==> src/rtl/oric_kbd_pkg.sv <==
// oric_kbd_pkg: shared types and constants for the Oric keyboard matrix block.
//   key_pos_t : lookup result {valid, nmi, row[2:0], col[2:0]}
//   SC_*      : PS/2 set-2 scan codes of every mapped key (arrows are E0-extended)
//   ROW_*/COL_* : matrix coordinates of the arrow, space and shift cells
package oric_kbd_pkg;

    typedef struct packed {
        logic       valid;  // code maps to a matrix cell
        logic       nmi;    // code is the NMI ("reset button") key
        logic [2:0] row;
        logic [2:0] col;
    } key_pos_t;

    localparam key_pos_t KEY_NONE = '0;
    localparam key_pos_t KEY_NMI  = '{valid: 1'b0, nmi: 1'b1, row: 3'd0, col: 3'd0};

    // Digits
    localparam logic [7:0] SC_1 = 8'h16, SC_2 = 8'h1E, SC_3 = 8'h26, SC_4 = 8'h25;
    localparam logic [7:0] SC_5 = 8'h2E, SC_6 = 8'h36, SC_7 = 8'h3D, SC_8 = 8'h3E;
    localparam logic [7:0] SC_9 = 8'h46, SC_0 = 8'h45;
    // Letters
    localparam logic [7:0] SC_A = 8'h1C, SC_B = 8'h32, SC_C = 8'h21, SC_D = 8'h23;
    localparam logic [7:0] SC_E = 8'h24, SC_F = 8'h2B, SC_G = 8'h34, SC_H = 8'h33;
    localparam logic [7:0] SC_I = 8'h43, SC_J = 8'h3B, SC_K = 8'h42, SC_L = 8'h4B;
    localparam logic [7:0] SC_M = 8'h3A, SC_N = 8'h31, SC_O = 8'h44, SC_P = 8'h4D;
    localparam logic [7:0] SC_Q = 8'h15, SC_R = 8'h2D, SC_S = 8'h1B, SC_T = 8'h2C;
    localparam logic [7:0] SC_U = 8'h3C, SC_V = 8'h2A, SC_W = 8'h1D, SC_X = 8'h22;
    localparam logic [7:0] SC_Y = 8'h35, SC_Z = 8'h1A;
    // Punctuation and control keys
    localparam logic [7:0] SC_SPACE = 8'h29, SC_COMMA = 8'h41, SC_PERIOD = 8'h49;
    localparam logic [7:0] SC_SLASH = 8'h4A, SC_SEMI = 8'h4C, SC_QUOTE = 8'h52;
    localparam logic [7:0] SC_MINUS = 8'h4E, SC_EQUAL = 8'h55, SC_LBRACKET = 8'h54;
    localparam logic [7:0] SC_RBRACKET = 8'h5B, SC_BSLASH = 8'h5D, SC_ENTER = 8'h5A;
    localparam logic [7:0] SC_BKSP = 8'h66, SC_ESC = 8'h76, SC_LSHIFT = 8'h12;
    localparam logic [7:0] SC_RSHIFT = 8'h59, SC_LCTRL = 8'h14, SC_LALT = 8'h11;
    localparam logic [7:0] SC_F11 = 8'h78;
    // E0-extended arrows
    localparam logic [7:0] SC_UP = 8'h75, SC_DOWN = 8'h72, SC_LEFT = 8'h6B, SC_RIGHT = 8'h74;

    // Row 4 carries space, left shift and the four arrows (also the joystick cells)
    localparam logic [2:0] ROW_ARROW  = 3'd4;
    localparam logic [2:0] COL_SPACE  = 3'd0;
    localparam logic [2:0] COL_UP     = 3'd3;
    localparam logic [2:0] COL_LSHIFT = 3'd4;
    localparam logic [2:0] COL_LEFT   = 3'd5;
    localparam logic [2:0] COL_DOWN   = 3'd6;
    localparam logic [2:0] COL_RIGHT  = 3'd7;
    localparam logic [2:0] ROW_RSHIFT = 3'd7;
    localparam logic [2:0] COL_RSHIFT = 3'd4;

    function automatic key_pos_t key_at(input logic [2:0] row, input logic [2:0] col);
        key_pos_t p;
        p.valid = 1'b1;
        p.nmi   = 1'b0;
        p.row   = row;
        p.col   = col;
        return p;
    endfunction

endpackage

==> src/rtl/oric_kbd_matrix_if.sv <==
// oric_kbd_matrix_if: host-side bundle of the keyboard matrix block.
//   ps2_key  : hps_io key event word {toggle, pressed, ext, code[7:0]}
//   row_sel  : VIA PB[2:0] row select;  col_mask : PSG port A, 0 selects a column
//   joy      : joystick word (only when ORIC_KBD_JOY_EN is defined)
//   key_sense, nmi_req, any_key : results back to the host
// master = driver of the query/event side, slave = the matrix block.
interface oric_kbd_matrix_if;
    logic [10:0] ps2_key;
    logic [2:0]  row_sel;
    logic [7:0]  col_mask;
`ifdef ORIC_KBD_JOY_EN
    logic [15:0] joy;
`endif
    logic        key_sense;
    logic        nmi_req;
    logic        any_key;

`ifdef ORIC_KBD_JOY_EN
    modport master (output ps2_key, row_sel, col_mask, joy,
                    input  key_sense, nmi_req, any_key);
    modport slave  (input  ps2_key, row_sel, col_mask, joy,
                    output key_sense, nmi_req, any_key);
`else
    modport master (output ps2_key, row_sel, col_mask,
                    input  key_sense, nmi_req, any_key);
    modport slave  (input  ps2_key, row_sel, col_mask,
                    output key_sense, nmi_req, any_key);
`endif
endinterface

==> src/rtl/oric_scancode_lut.sv <==
// oric_scancode_lut: combinational ROM from a PS/2 set-2 key {ext, code} to its
// Oric matrix cell. F11 reports nmi instead of a cell; anything else unmapped
// returns all-zero.
//   ext  : E0-extended flag
//   code : scan code
//   pos  : {valid, nmi, row, col}
module oric_scancode_lut
    import oric_kbd_pkg::*;
(
    input  logic       ext,
    input  logic [7:0] code,
    output key_pos_t   pos
);

    always_comb begin
        pos = KEY_NONE;
        case ({ext, code})
            // Row 0
            {1'b0, SC_7}:        pos = key_at(3'd0, 3'd0);
            {1'b0, SC_N}:        pos = key_at(3'd0, 3'd1);
            {1'b0, SC_5}:        pos = key_at(3'd0, 3'd2);
            {1'b0, SC_V}:        pos = key_at(3'd0, 3'd3);
            {1'b0, SC_1}:        pos = key_at(3'd0, 3'd5);
            {1'b0, SC_X}:        pos = key_at(3'd0, 3'd6);
            {1'b0, SC_3}:        pos = key_at(3'd0, 3'd7);
            // Row 1
            {1'b0, SC_J}:        pos = key_at(3'd1, 3'd0);
            {1'b0, SC_T}:        pos = key_at(3'd1, 3'd1);
            {1'b0, SC_R}:        pos = key_at(3'd1, 3'd2);
            {1'b0, SC_F}:        pos = key_at(3'd1, 3'd3);
            {1'b0, SC_ESC}:      pos = key_at(3'd1, 3'd5);
            {1'b0, SC_Q}:        pos = key_at(3'd1, 3'd6);
            {1'b0, SC_D}:        pos = key_at(3'd1, 3'd7);
            // Row 2
            {1'b0, SC_M}:        pos = key_at(3'd2, 3'd0);
            {1'b0, SC_6}:        pos = key_at(3'd2, 3'd1);
            {1'b0, SC_B}:        pos = key_at(3'd2, 3'd2);
            {1'b0, SC_4}:        pos = key_at(3'd2, 3'd3);
            {1'b0, SC_LCTRL}:    pos = key_at(3'd2, 3'd4);
            {1'b0, SC_Z}:        pos = key_at(3'd2, 3'd5);
            {1'b0, SC_2}:        pos = key_at(3'd2, 3'd6);
            {1'b0, SC_C}:        pos = key_at(3'd2, 3'd7);
            // Row 3
            {1'b0, SC_K}:        pos = key_at(3'd3, 3'd0);
            {1'b0, SC_9}:        pos = key_at(3'd3, 3'd1);
            {1'b0, SC_SEMI}:     pos = key_at(3'd3, 3'd2);
            {1'b0, SC_MINUS}:    pos = key_at(3'd3, 3'd3);
            {1'b0, SC_BSLASH}:   pos = key_at(3'd3, 3'd6);
            {1'b0, SC_QUOTE}:    pos = key_at(3'd3, 3'd7);
            // Row 4: space, shift and arrows
            {1'b0, SC_SPACE}:    pos = key_at(ROW_ARROW, COL_SPACE);
            {1'b0, SC_COMMA}:    pos = key_at(ROW_ARROW, 3'd1);
            {1'b0, SC_PERIOD}:   pos = key_at(ROW_ARROW, 3'd2);
            {1'b1, SC_UP}:       pos = key_at(ROW_ARROW, COL_UP);
            {1'b0, SC_LSHIFT}:   pos = key_at(ROW_ARROW, COL_LSHIFT);
            {1'b1, SC_LEFT}:     pos = key_at(ROW_ARROW, COL_LEFT);
            {1'b1, SC_DOWN}:     pos = key_at(ROW_ARROW, COL_DOWN);
            {1'b1, SC_RIGHT}:    pos = key_at(ROW_ARROW, COL_RIGHT);
            // Row 5 (left Alt stands in for FUNCT)
            {1'b0, SC_U}:        pos = key_at(3'd5, 3'd0);
            {1'b0, SC_I}:        pos = key_at(3'd5, 3'd1);
            {1'b0, SC_O}:        pos = key_at(3'd5, 3'd2);
            {1'b0, SC_P}:        pos = key_at(3'd5, 3'd3);
            {1'b0, SC_LALT}:     pos = key_at(3'd5, 3'd4);
            {1'b0, SC_BKSP}:     pos = key_at(3'd5, 3'd5);
            {1'b0, SC_RBRACKET}: pos = key_at(3'd5, 3'd6);
            {1'b0, SC_LBRACKET}: pos = key_at(3'd5, 3'd7);
            // Row 6
            {1'b0, SC_Y}:        pos = key_at(3'd6, 3'd0);
            {1'b0, SC_H}:        pos = key_at(3'd6, 3'd1);
            {1'b0, SC_G}:        pos = key_at(3'd6, 3'd2);
            {1'b0, SC_E}:        pos = key_at(3'd6, 3'd3);
            {1'b0, SC_A}:        pos = key_at(3'd6, 3'd5);
            {1'b0, SC_S}:        pos = key_at(3'd6, 3'd6);
            {1'b0, SC_W}:        pos = key_at(3'd6, 3'd7);
            // Row 7
            {1'b0, SC_8}:        pos = key_at(3'd7, 3'd0);
            {1'b0, SC_L}:        pos = key_at(3'd7, 3'd1);
            {1'b0, SC_0}:        pos = key_at(3'd7, 3'd2);
            {1'b0, SC_SLASH}:    pos = key_at(3'd7, 3'd3);
            {1'b0, SC_RSHIFT}:   pos = key_at(ROW_RSHIFT, COL_RSHIFT);
            {1'b0, SC_ENTER}:    pos = key_at(3'd7, 3'd5);
            {1'b0, SC_EQUAL}:    pos = key_at(3'd7, 3'd7);
            // NMI button
            {1'b0, SC_F11}:      pos = KEY_NMI;
            default:             pos = KEY_NONE;
        endcase
    end

endmodule

==> src/rtl/oric_kbd_matrix.sv <==
// oric_kbd_matrix: turns hps_io PS/2 key events into the Oric 8x8 keyboard
// matrix and answers the VIA/PSG row/column sense query.
//   clk_sys : system clock (rising edge)
//   reset   : synchronous, active-high
//   bus     : oric_kbd_matrix_if.slave (ps2_key, row_sel, col_mask, [joy] in;
//             key_sense, nmi_req, any_key out)
// Parameter NMI_PULSE_CYCLES (>=1, fits 15 bits): nmi_req pulse length.
// Optional macro ORIC_KBD_JOY_EN: joystick Right/Left/Down/Up/Fire overlaid
// onto the arrow and space cells of row 4 at the sense stage.
// Pipeline: edge detect + capture (stage 1), lookup + matrix write (stage 2),
// registered sense/any_key.
module oric_kbd_matrix
    import oric_kbd_pkg::*;
#(
    parameter int unsigned NMI_PULSE_CYCLES = 16384
) (
    input logic               clk_sys,
    input logic               reset,
    oric_kbd_matrix_if.slave  bus
);

    localparam logic [14:0] NmiLoad = 15'(NMI_PULSE_CYCLES);

    logic             strobe_q;
    logic             key_event;
    logic             s1_valid_q;
    logic             s1_pressed_q;
    logic             s1_ext_q;
    logic [7:0]       s1_code_q;
    key_pos_t         pos;
    logic [7:0][7:0]  matrix_q;   // [row][col]
    logic [14:0]      nmi_cnt_q;
    logic             key_sense_q;
    logic             any_key_q;
    logic [7:0]       joy_row;
    logic             joy_any;
    logic [7:0]       eff_row;

    assign key_event = bus.ps2_key[10] ^ strobe_q;

    // Stage 1: capture the event word
    always_ff @(posedge clk_sys) begin
        if (reset) begin
            strobe_q     <= 1'b0;
            s1_valid_q   <= 1'b0;
            s1_pressed_q <= 1'b0;
            s1_ext_q     <= 1'b0;
            s1_code_q    <= 8'h00;
        end else begin
            strobe_q   <= bus.ps2_key[10];
            s1_valid_q <= key_event;
            if (key_event) begin
                {s1_pressed_q, s1_ext_q, s1_code_q} <= bus.ps2_key[9:0];
            end
        end
    end

    oric_scancode_lut u_lut (
        .ext  (s1_ext_q),
        .code (s1_code_q),
        .pos  (pos)
    );

    // Stage 2: matrix write; re-writing the same value makes typematic repeats harmless
    always_ff @(posedge clk_sys) begin
        if (reset) begin
            matrix_q <= '0;
        end else if (s1_valid_q && pos.valid) begin
            matrix_q[pos.row][pos.col] <= s1_pressed_q;
        end
    end

    // NMI pulse: a fresh press reloads, so a press during the pulse extends it
    always_ff @(posedge clk_sys) begin
        if (reset) begin
            nmi_cnt_q <= 15'd0;
        end else if (s1_valid_q && pos.nmi && s1_pressed_q) begin
            nmi_cnt_q <= NmiLoad;
        end else if (nmi_cnt_q != 15'd0) begin
            nmi_cnt_q <= nmi_cnt_q - 15'd1;
        end
    end

`ifdef ORIC_KBD_JOY_EN
    logic [4:0] joy_q;
    logic       joy_unused;

    assign joy_unused = ^bus.joy[15:5];

    always_ff @(posedge clk_sys) begin
        if (reset) begin
            joy_q <= 5'd0;
        end else begin
            joy_q <= bus.joy[4:0];
        end
    end

    // Joystick only affects the sensed view; the matrix itself is never written
    always_comb begin
        joy_row = 8'h00;
        if (bus.row_sel == ROW_ARROW) begin
            joy_row[COL_RIGHT] = joy_q[0];
            joy_row[COL_LEFT]  = joy_q[1];
            joy_row[COL_DOWN]  = joy_q[2];
            joy_row[COL_UP]    = joy_q[3];
            joy_row[COL_SPACE] = joy_q[4];
        end
    end
    assign joy_any = |joy_q;
`else
    assign joy_row = 8'h00;
    assign joy_any = 1'b0;
`endif

    assign eff_row = matrix_q[bus.row_sel] | joy_row;

    always_ff @(posedge clk_sys) begin
        if (reset) begin
            key_sense_q <= 1'b0;
            any_key_q   <= 1'b0;
        end else begin
            key_sense_q <= |(eff_row & ~bus.col_mask);
            any_key_q   <= (|matrix_q) | joy_any;
        end
    end

    assign bus.key_sense = key_sense_q;
    assign bus.any_key   = any_key_q;
    assign bus.nmi_req   = (nmi_cnt_q != 15'd0);

endmodule

==> src/flat_wrapper.sv <==
// flat-port wrapper written by rule: the top's interface ports become plain ports
module oric_kbd_matrix_flat import oric_kbd_pkg::*;
#(
    parameter int unsigned NMI_PULSE_CYCLES = 16384
)
  (clk_sys, reset, bus_ps2_key, bus_row_sel, bus_col_mask, bus_key_sense, bus_nmi_req, bus_any_key);
  oric_kbd_matrix_if bus_i ();
  input logic clk_sys;
  input logic reset;
  input wire logic [$bits(bus_i.ps2_key)-1:0] bus_ps2_key;
  input wire logic [$bits(bus_i.row_sel)-1:0] bus_row_sel;
  input wire logic [$bits(bus_i.col_mask)-1:0] bus_col_mask;
  output wire logic [$bits(bus_i.key_sense)-1:0] bus_key_sense;
  output wire logic [$bits(bus_i.nmi_req)-1:0] bus_nmi_req;
  output wire logic [$bits(bus_i.any_key)-1:0] bus_any_key;
  assign bus_i.ps2_key = bus_ps2_key;
  assign bus_i.row_sel = bus_row_sel;
  assign bus_i.col_mask = bus_col_mask;
  assign bus_key_sense = bus_i.key_sense;
  assign bus_nmi_req = bus_i.nmi_req;
  assign bus_any_key = bus_i.any_key;
  oric_kbd_matrix #(.NMI_PULSE_CYCLES(NMI_PULSE_CYCLES)) u_core (.clk_sys(clk_sys), .reset(reset), .bus(bus_i));
endmodule
==> config.mk <==
export PLATFORM = sky130hd
export DESIGN_NAME = oric_kbd_matrix_flat
export DESIGN_NICKNAME = d
export VERILOG_FILES = /design/src/rtl/oric_kbd_pkg.sv /design/src/rtl/oric_kbd_matrix_if.sv /design/src/rtl/oric_scancode_lut.sv /design/src/rtl/oric_kbd_matrix.sv /design/src/flat_wrapper.sv
export SDC_FILE = /design/constraint.sdc
export NUM_CORES = 1
export LEC_CHECK = 0
export CORE_MARGIN = 3
export CORE_UTILIZATION = 60
export DETAILED_ROUTE_END_ITERATION = 16
export HOLD_SLACK_MARGIN = 0.02
export PLACE_DENSITY = 0.79
export SLEW_MARGIN = 20
export SYNTH_ARGS = -nofsm -noshare
export SYNTH_HDL_FRONTEND = slang
export SYNTH_SLANG_ARGS = --single-unit
==> constraint.sdc <==
create_clock -name clk_sys -period 3.3 [get_ports clk_sys]
set_input_delay 0.33 -clock clk_sys [delete_from_list [all_inputs] [get_ports clk_sys]]
set_output_delay 0.33 -clock clk_sys [all_outputs]
set_load 0.02 [all_outputs]
==> results of run 1 <==
## worst max-delay path, stage by stage (launching register included)
cell and delay (ns):
dfxtp_1 0.60, buf_4 0.30, nor4bb_1 0.41, a32oi_1 0.09
nor3_1 0.36, nor2_1 0.13, and4_1 0.28, nor3_1 0.55
nand2_1 0.13, mux2i_1 0.16
## power breakdown
part,switching (uW),internal [uW]
Sequential,92.2,1210
Clock,447,285
Combinational,491,423
## timing repair
item	CTS	global route
endpoints found under the setup margin	1	20
pin swaps	1	0
resized for setup	1	4
buffers inserted	1	0
## metrics by stage
stage | setup slack, ns | area [um2] | util
6_report | 0.160 | 6630 | 0.707
5_1_grt | -0.0415 | 6630 | 0.707
4_1_cts | 0.0241 | 6600 | 0.704
3_5_place_dp | 0.0262 | 6410 | 0.684
3_3_place_gp | 0.186 | 6410 | 0.684
2_1_floorplan | 0.704 | 5860 | -
## registers in the layout, summed over array words and instances (netlist names)
name                  cells
u_core.bus.any_key        1
u_core.strobe_q           1
u_core.matrix_q          64
u_core.nmi_cnt_q         15
u_core.s1_ext_q           1
u_core.s1_code_q          8
u_core.bus.key_sense      1
u_core.s1_valid_q         1
u_core.s1_pressed_q       1
## per-layer routing
| metal | global-route usage | share of wire | vias up |
|---|---|---|---|
| li1 | - | - | 2523 |
| met1 | 0.395 | 0.43 | 2526 |
| met2 | 0.461 | 0.46 | 272 |
| met3 | 0.0476 | 0.076 | 42 |
| met4 | 0.133 | 0.033 | 0 |
| met5 | 0 | 0 | - |
## cell usage in the layout (no fill, tap or decap), types with 4 or more instances in the layout
cell,synthesis,layout
buf_4,5,37
xnor2_1,9,9
or3_2,4,4
a211oi_1,4,4
nor4bb_1,6,6
a22oi_1,6,6
nand4_1,17,17
nor4_1,25,25
nor2b_1,20,20
nor3_1,27,25
dfxtp_1,93,91
clkdlybuf4s50_1,0,24
and3b_1,4,4
nand3b_1,9,9
inv_1,7,7
nor3b_1,6,6
a21oi_1,25,25
nand2b_1,68,67
nand3_1,20,20
xor2_1,5,5
buf_12,0,7
nand2_1,82,82
mux2i_1,66,66
o22ai_1,7,7
clkbuf_8,0,9
o21ai_0,7,7
mux4_2,16,16
nor2_1,27,27
## area by class of cell
type | instances | area share
inverter | 8 | 0.00491
tap | 129 | 0.0243
clock inverter | 7 | 0.00831
multi-input combinational | 522 | 0.561
clock buffer | 9 | 0.0187
timing repair buffer | 70 | 0.101
sequential | 93 | 0.281
## cells in the mapped netlist, types with 4 or more instances
master | n | area, um2
a211oi_1 | 4 | 30.0
a21oi_1 | 25 | 125
a22oi_1 | 6 | 45.0
and3b_1 | 4 | 35.0
buf_1 | 5 | 18.8
buf_2 | 18 | 90.1
buf_4 | 5 | 37.5
clkbuf_1 | 31 | 116
dfxtp_1 | 93 | 1860
inv_1 | 7 | 26.3
mux2i_1 | 66 | 661
mux4_2 | 16 | 360
nand2_1 | 82 | 308
nand2b_1 | 68 | 425
nand3_1 | 20 | 100
nand3b_1 | 9 | 67.6
nand4_1 | 17 | 106
nor2_1 | 27 | 101
nor2b_1 | 20 | 125
nor3_1 | 27 | 135
nor3b_1 | 6 | 45.0
nor4_1 | 25 | 156
nor4bb_1 | 6 | 60.1
o21ai_0 | 7 | 35.0
o22ai_1 | 7 | 43.8
or3_2 | 4 | 30.0
xnor2_1 | 9 | 78.8
xor2_1 | 5 | 43.8
## cell families (layout without fill, tap and decap cells)
kind of cell    Yosys count  after routing  synth area share
fa+ha+maj                 1              1           0.00213
flops                    93             93             0.317
simple gates            343            343             0.338
mux                      83             83             0.176
compound gates           81             81            0.0949
xor+xnor                 14             14            0.0209
buf+inv                  67             94            0.0504
## final timing paths
check / endpoint / slack [ns] / from / cells past startpoint
worst max-delay path: u_core.matrix_q[13]$_SDFFE_PP0P_ / 0.16 / u_core.s1_code_q[4]$_SDFFE_PP0P_ / 9
worst min-delay path: u_core.nmi_cnt_q[3]$_SDFFE_PP0P_ / 0.49 / u_core.nmi_cnt_q[3]$_SDFFE_PP0P_ / 2
worst max register to register: u_core.matrix_q[13]$_SDFFE_PP0P_ / 0.16 / u_core.s1_code_q[4]$_SDFFE_PP0P_ / 9
worst min register to register: u_core.nmi_cnt_q[3]$_SDFFE_PP0P_ / 0.49 / u_core.nmi_cnt_q[3]$_SDFFE_PP0P_ / 2
==> summary.md, run 1 <==
| Metric | Value |
|---|---|
| Outcome | `complete, no violations` |
| Final Hold Vio Count | `0` |
| Overflow after GRT | `0` |
| Tcrit/Tclk final | `0.951` |
| Endpoints failing setup | `0` |
| Share of flip-flops with an asynchronous set or reset | `0` |
| DRT Pass-1 Iters | `5` |
| Synth Area per Inst | `8.60 um2` |
| Via count | `5363` |
| TritonCTS buffer count | `9` |
| DRC viols | `0` |
| Reg area | `1860 um2` |
| Yosys warns | `0` |
| HPWL Detailed | `11500 um` |
| Startpoint types | `flop` |
| # fillers | `754` |
| Worst Path Arrival | `3.38 ns` |
| Layout Skew | `0.0166 ns` |
| Post-Layout Cell Count | `838` |
| FP Rows | `35` |
| Net Count, Synth | `707` |
| Clock latency on the worst-skew pair | `0.37 ns` |
| Share of cells above drive strength 1 | `0.141` |
| Unrepaired setup endpoints after global routing | `true` |
| Critical path peak fanout | `18` |
| Post-CTS Hold Fix Bufs | `0` |
| WL per Instance | `19.0 um` |
| Ports | `27` |
| Count of different cell masters after synthesis | `67` |
| DIE HEIGHT | `105 um` |
| Largest net degree at the start of global routing | `81` |
| Normalized max-slew margin | `0.452` |
| Chip width | `105 um` |
| Die area | `11000 um2` |
| Ant diodes | `0` |
| Core Box Area | `9370 um2` |
| Worst hold-check path type | `flop to flop` |
| First-pass GRT wire length | `26500 um` |
| Placer Congestion | `0.949` |
| Max clock buf depth | `2` |
| TritonCTS Sinks | `93` |
| Fmax | `318 MHz` |
| Crit Path Category | `flop to flop` |
| TritonCTS clock tree | `built` |
| Dpl cells | `820` |
| Mapped Cells | `682` |
| Initial antenna violation count | `0` |
| Post-synthesis sequential area ratio | `0.317` |
| Leak Pwr | `0.00266 uW` |
| Critical Path RT | `3.54 ns` |
| Initial drt markers | `479` |
| Final min period | `3.14 ns` |
| H-tree lvl count | `3` |
| Via/cell ratio | `6.40` |
| Max Cap Viol | `0` |
| Worst vdd ir | `309 uV` |
| Synth Flop Type | `dfxtp_1` |
| Final ANT Viol Nets | `0` |
| Nets | `729` |
| Buffers on Ports | `26` |
| DRT Wirelength | `15900 um` |
| Vias in the first global route | `5211` |
| Clock root buffer | `clkbuf_8` |
| Cell Pwr Density | `445 nW/um2` |
| CTS clock-pin slew for the worst setup and hold paths | `0.11 ns` |
| All-Layer GR Usage | `0.293` |
| Mapped Area | `5860 um2` |
| Starting Density | `0.626` |
| Area of the multi-input gates | `3720 um2` |
| Syn-to-layout area delta | `13.0%` |
| Worst Tran Pin Value | `0.815 ns` |
| Final Max Slew Viols | `0` |
| Final TNS setup | `0 ns` |
| EDFF count, synth | `0` |
| Overall power | `2950 uW` |
| Final hold slack | `0.487 ns` |
| CP Capture Type | `flop` |
| Yosys reg bits | `93` |
Note: power is estimated with default switching activity, not from simulation.
==> run 2, diff against run 1 <==
--- a/config.mk
+++ b/config.mk
@@ -10,6 +10,7 @@
 export DETAILED_ROUTE_END_ITERATION = 16
 export HOLD_SLACK_MARGIN = 0.02
 export PLACE_DENSITY = 0.79
+export SETUP_SLACK_MARGIN = 0.3
 export SLEW_MARGIN = 20
 export SYNTH_ARGS = -nofsm -noshare
 export SYNTH_HDL_FRONTEND = slang
==> run 2 against run 1 <==
Compared with the run above: clock skew down 0.00078 ns; first-iteration DRC count down 5.4%; via count up 0.54%; fmax up 6.7%; global-route usage unchanged; sequential power about the same; die area unchanged; non-clock buffer count unchanged; setup slack better by 0.20 ns; clock power about the same; cell count unchanged; critical path type is now flop to primary output; largest cell class unchanged; highest routed layer unchanged.
==> summary.md, run 2 (synthesis gave the netlist of run 1 again) <==
| Metric | Value |
|---|---|
| Largest register FFs | `64 (unchanged)` |
| Largest net degree at the start of global routing | `81 (unchanged)` |
| Normalized max-slew margin | `0.279 (-0.173)` |
| Die area | `11000 um2 (unchanged)` |
| Worst Path Arrival | `2.61 ns (-0.77 ns)` |
| Ports | `27 (unchanged)` |
| Endpoints failing setup | `0 (unchanged)` |
| Via count | `5392 (+0.54%)` |
| TritonCTS buffer count | `9 (unchanged)` |
| Final TNS setup | `0 ns (unchanged)` |
| HPWL Detailed | `11500 um (unchanged)` |
| Final Max Slew Viols | `0 (unchanged)` |
| Final Hold Vio Count | `0 (unchanged)` |
| FP Rows | `35 (unchanged)` |
| Core occupancy in the finished layout | `0.716 (+0.00828)` |
| Area after DPL | `6410 um2 (unchanged)` |
| Outcome | `complete, no violations` |
| TritonCTS Sinks | `93 (unchanged)` |
| Worst vdd ir | `309 uV (-0.10%)` |
| Cell Pwr Density | `441 nW/um2 (-0.89%)` |
| Via/cell ratio | `6.43 (+0.54%)` |
| DRT Wirelength | `16000 um (about the same)` |
| Leak Pwr | `0.00270 uW (+1.4%)` |
| Post-CTS Hold Fix Bufs | `0 (unchanged)` |
| CTS clock-pin slew for the worst setup and hold paths | `0.10 ns (about the same)` |
| Syn-to-layout area delta | `14.4%` |
| Max Cap Viol | `0 (unchanged)` |
| Clock root buffer | `clkbuf_8` |
| Clock latency on the worst-skew pair | `0.37 ns (about the same)` |
| Overflow after GRT | `0 (unchanged)` |
| Core Box Area | `9370 um2 (unchanged)` |
| Critical path peak fanout | `7 (-11)` |
| H-tree lvl count | `3 (unchanged)` |
| Share of cells above drive strength 1 | `0.162 (+0.0212)` |
| Top flop regs | `u_core.matrix_q x64, u_core.nmi_cnt_q x15, u_core.s1_code_q x8` |
| Buffers on Ports | `26 (unchanged)` |
| Final hold slack | `0.487 ns (-0.000194 ns)` |
| Worst hold-check path type | `flop to flop` |
| Startpoint types | `flop` |
| Layout Skew | `0.0158 ns (-0.000779 ns)` |
| Starting Density | `0.626 (unchanged)` |
| Ant diodes | `0 (unchanged)` |
| Final ANT Viol Nets | `0 (unchanged)` |
| Crit Path Category | `flop to primary output` |
| Critical Path RT | `2.97 ns (-0.57 ns)` |
| Fmax | `340 MHz (+6.7%)` |
| First-pass GRT wire length | `26500 um (about the same)` |
| DIE HEIGHT | `105 um (unchanged)` |
| CP Capture Type | `primary output` |
| Max clock buf depth | `2 (unchanged)` |
| Final min period | `2.94 ns (-0.197 ns)` |
| All-Layer GR Usage | `0.293 (unchanged)` |
| Initial antenna violation count | `0 (unchanged)` |
| Unrepaired setup endpoints after global routing | `true` |
| Placer Congestion | `0.949 (unchanged)` |
| WL per Instance | `19.0 um (about the same)` |
| Worst Tran Pin Value | `1.08 ns (+0.266 ns)` |
| Chip width | `105 um (unchanged)` |
| Design Area, Final | `6710 um2 (+1.2%)` |
| Vias in the first global route | `5216 (+0.096%)` |
| DRT Pass-1 Iters | `5 (unchanged)` |
| Nets | `729 (unchanged)` |
| Biggest register | `u_core.matrix_q` |
| Initial drt markers | `453 (-5.4%)` |
| TritonCTS clock tree | `built` |
| Commonest non-fill, non-tap cells in the layout | `dfxtp_1 (87), nand2_1 (82), nand2b_1 (67)` |
| Tcrit/Tclk final | `0.892 (-0.0596)` |
| DRC viols | `0 (unchanged)` |
| Commonest non-fill, non-tap cell in the layout | `dfxtp_1` |
[run 2: path summary, 6_finish.rpt]
kind	start	endpoint	slack, ns	cells past startpoint
hold reg to reg	u_core.nmi_cnt_q[3]$_SDFFE_PP0P_	u_core.nmi_cnt_q[3]$_SDFFE_PP0P_	0.49	2
setup reg to reg	u_core.s1_code_q[2]$_SDFFE_PP0P_	u_core.matrix_q[53]$_SDFFE_PP0P_	0.38	9
hold / removal	u_core.nmi_cnt_q[3]$_SDFFE_PP0P_	u_core.nmi_cnt_q[3]$_SDFFE_PP0P_	0.49	2
setup / recovery	u_core.nmi_cnt_q[4]$_SDFFE_PP0P_	bus_nmi_req	0.36	6
[run 2: worst max-delay path: stages, from the launching register on]
cell and delay [ns]:
dfxtp_1 0.37, or4_4 0.54, or3_4 0.36, or4_4 0.47
nor4_4 0.23, inv_4 0.11, clkbuf_2 0.17
[run 2: area by class of cell]
cell class | count | area [um2]
Clock buffer | 9 | 124
Clock inverter | 7 | 55.1
Multi-Input combinational cell | 522 | 3800
Sequential cell | 93 | 1870
Inverter | 8 | 32.5
Timing Repair Buffer | 70 | 659
Fill cell | 746 | 2670
Tap cell | 129 | 161
[run 2: layer usage]
layer,global-route usage,vias up,wire length (um)
met2,0.459,277,7440
met1,0.395,2556,6740
met5,0,-,0
met4,0.145,0,575
met3,0.0426,45,1200
li1,-,2514,-
[run 2: report_power, final]
group,total (uW),switching (uW),internal [uW]
sequential,1300,92.4,1210
combinational,922,500,423
clock,732,447,285
total,2960,1040,1920
[run 2: through the flow]
step | power, uW | cells | worst slack [ns]
2_1_floorplan | 2000 | 682 | 0.704
3_3_place_gp | 2200 | 820 | 0.186
3_5_place_dp | 2230 | 820 | 0.0262
4_1_cts | 2960 | 837 | 0.217
5_1_grt | 3130 | 838 | 0.258
6_report | 2960 | 838 | 0.357
[run 2: timing repair]
action / 4_1_cts / 5_1_grt
setup buffers: 1 / 1
pin swaps: 1 / 1
endpoints found under the setup margin: 32 / 59
gates cloned: 0 / 0
gates resized for setup: 10 / 18
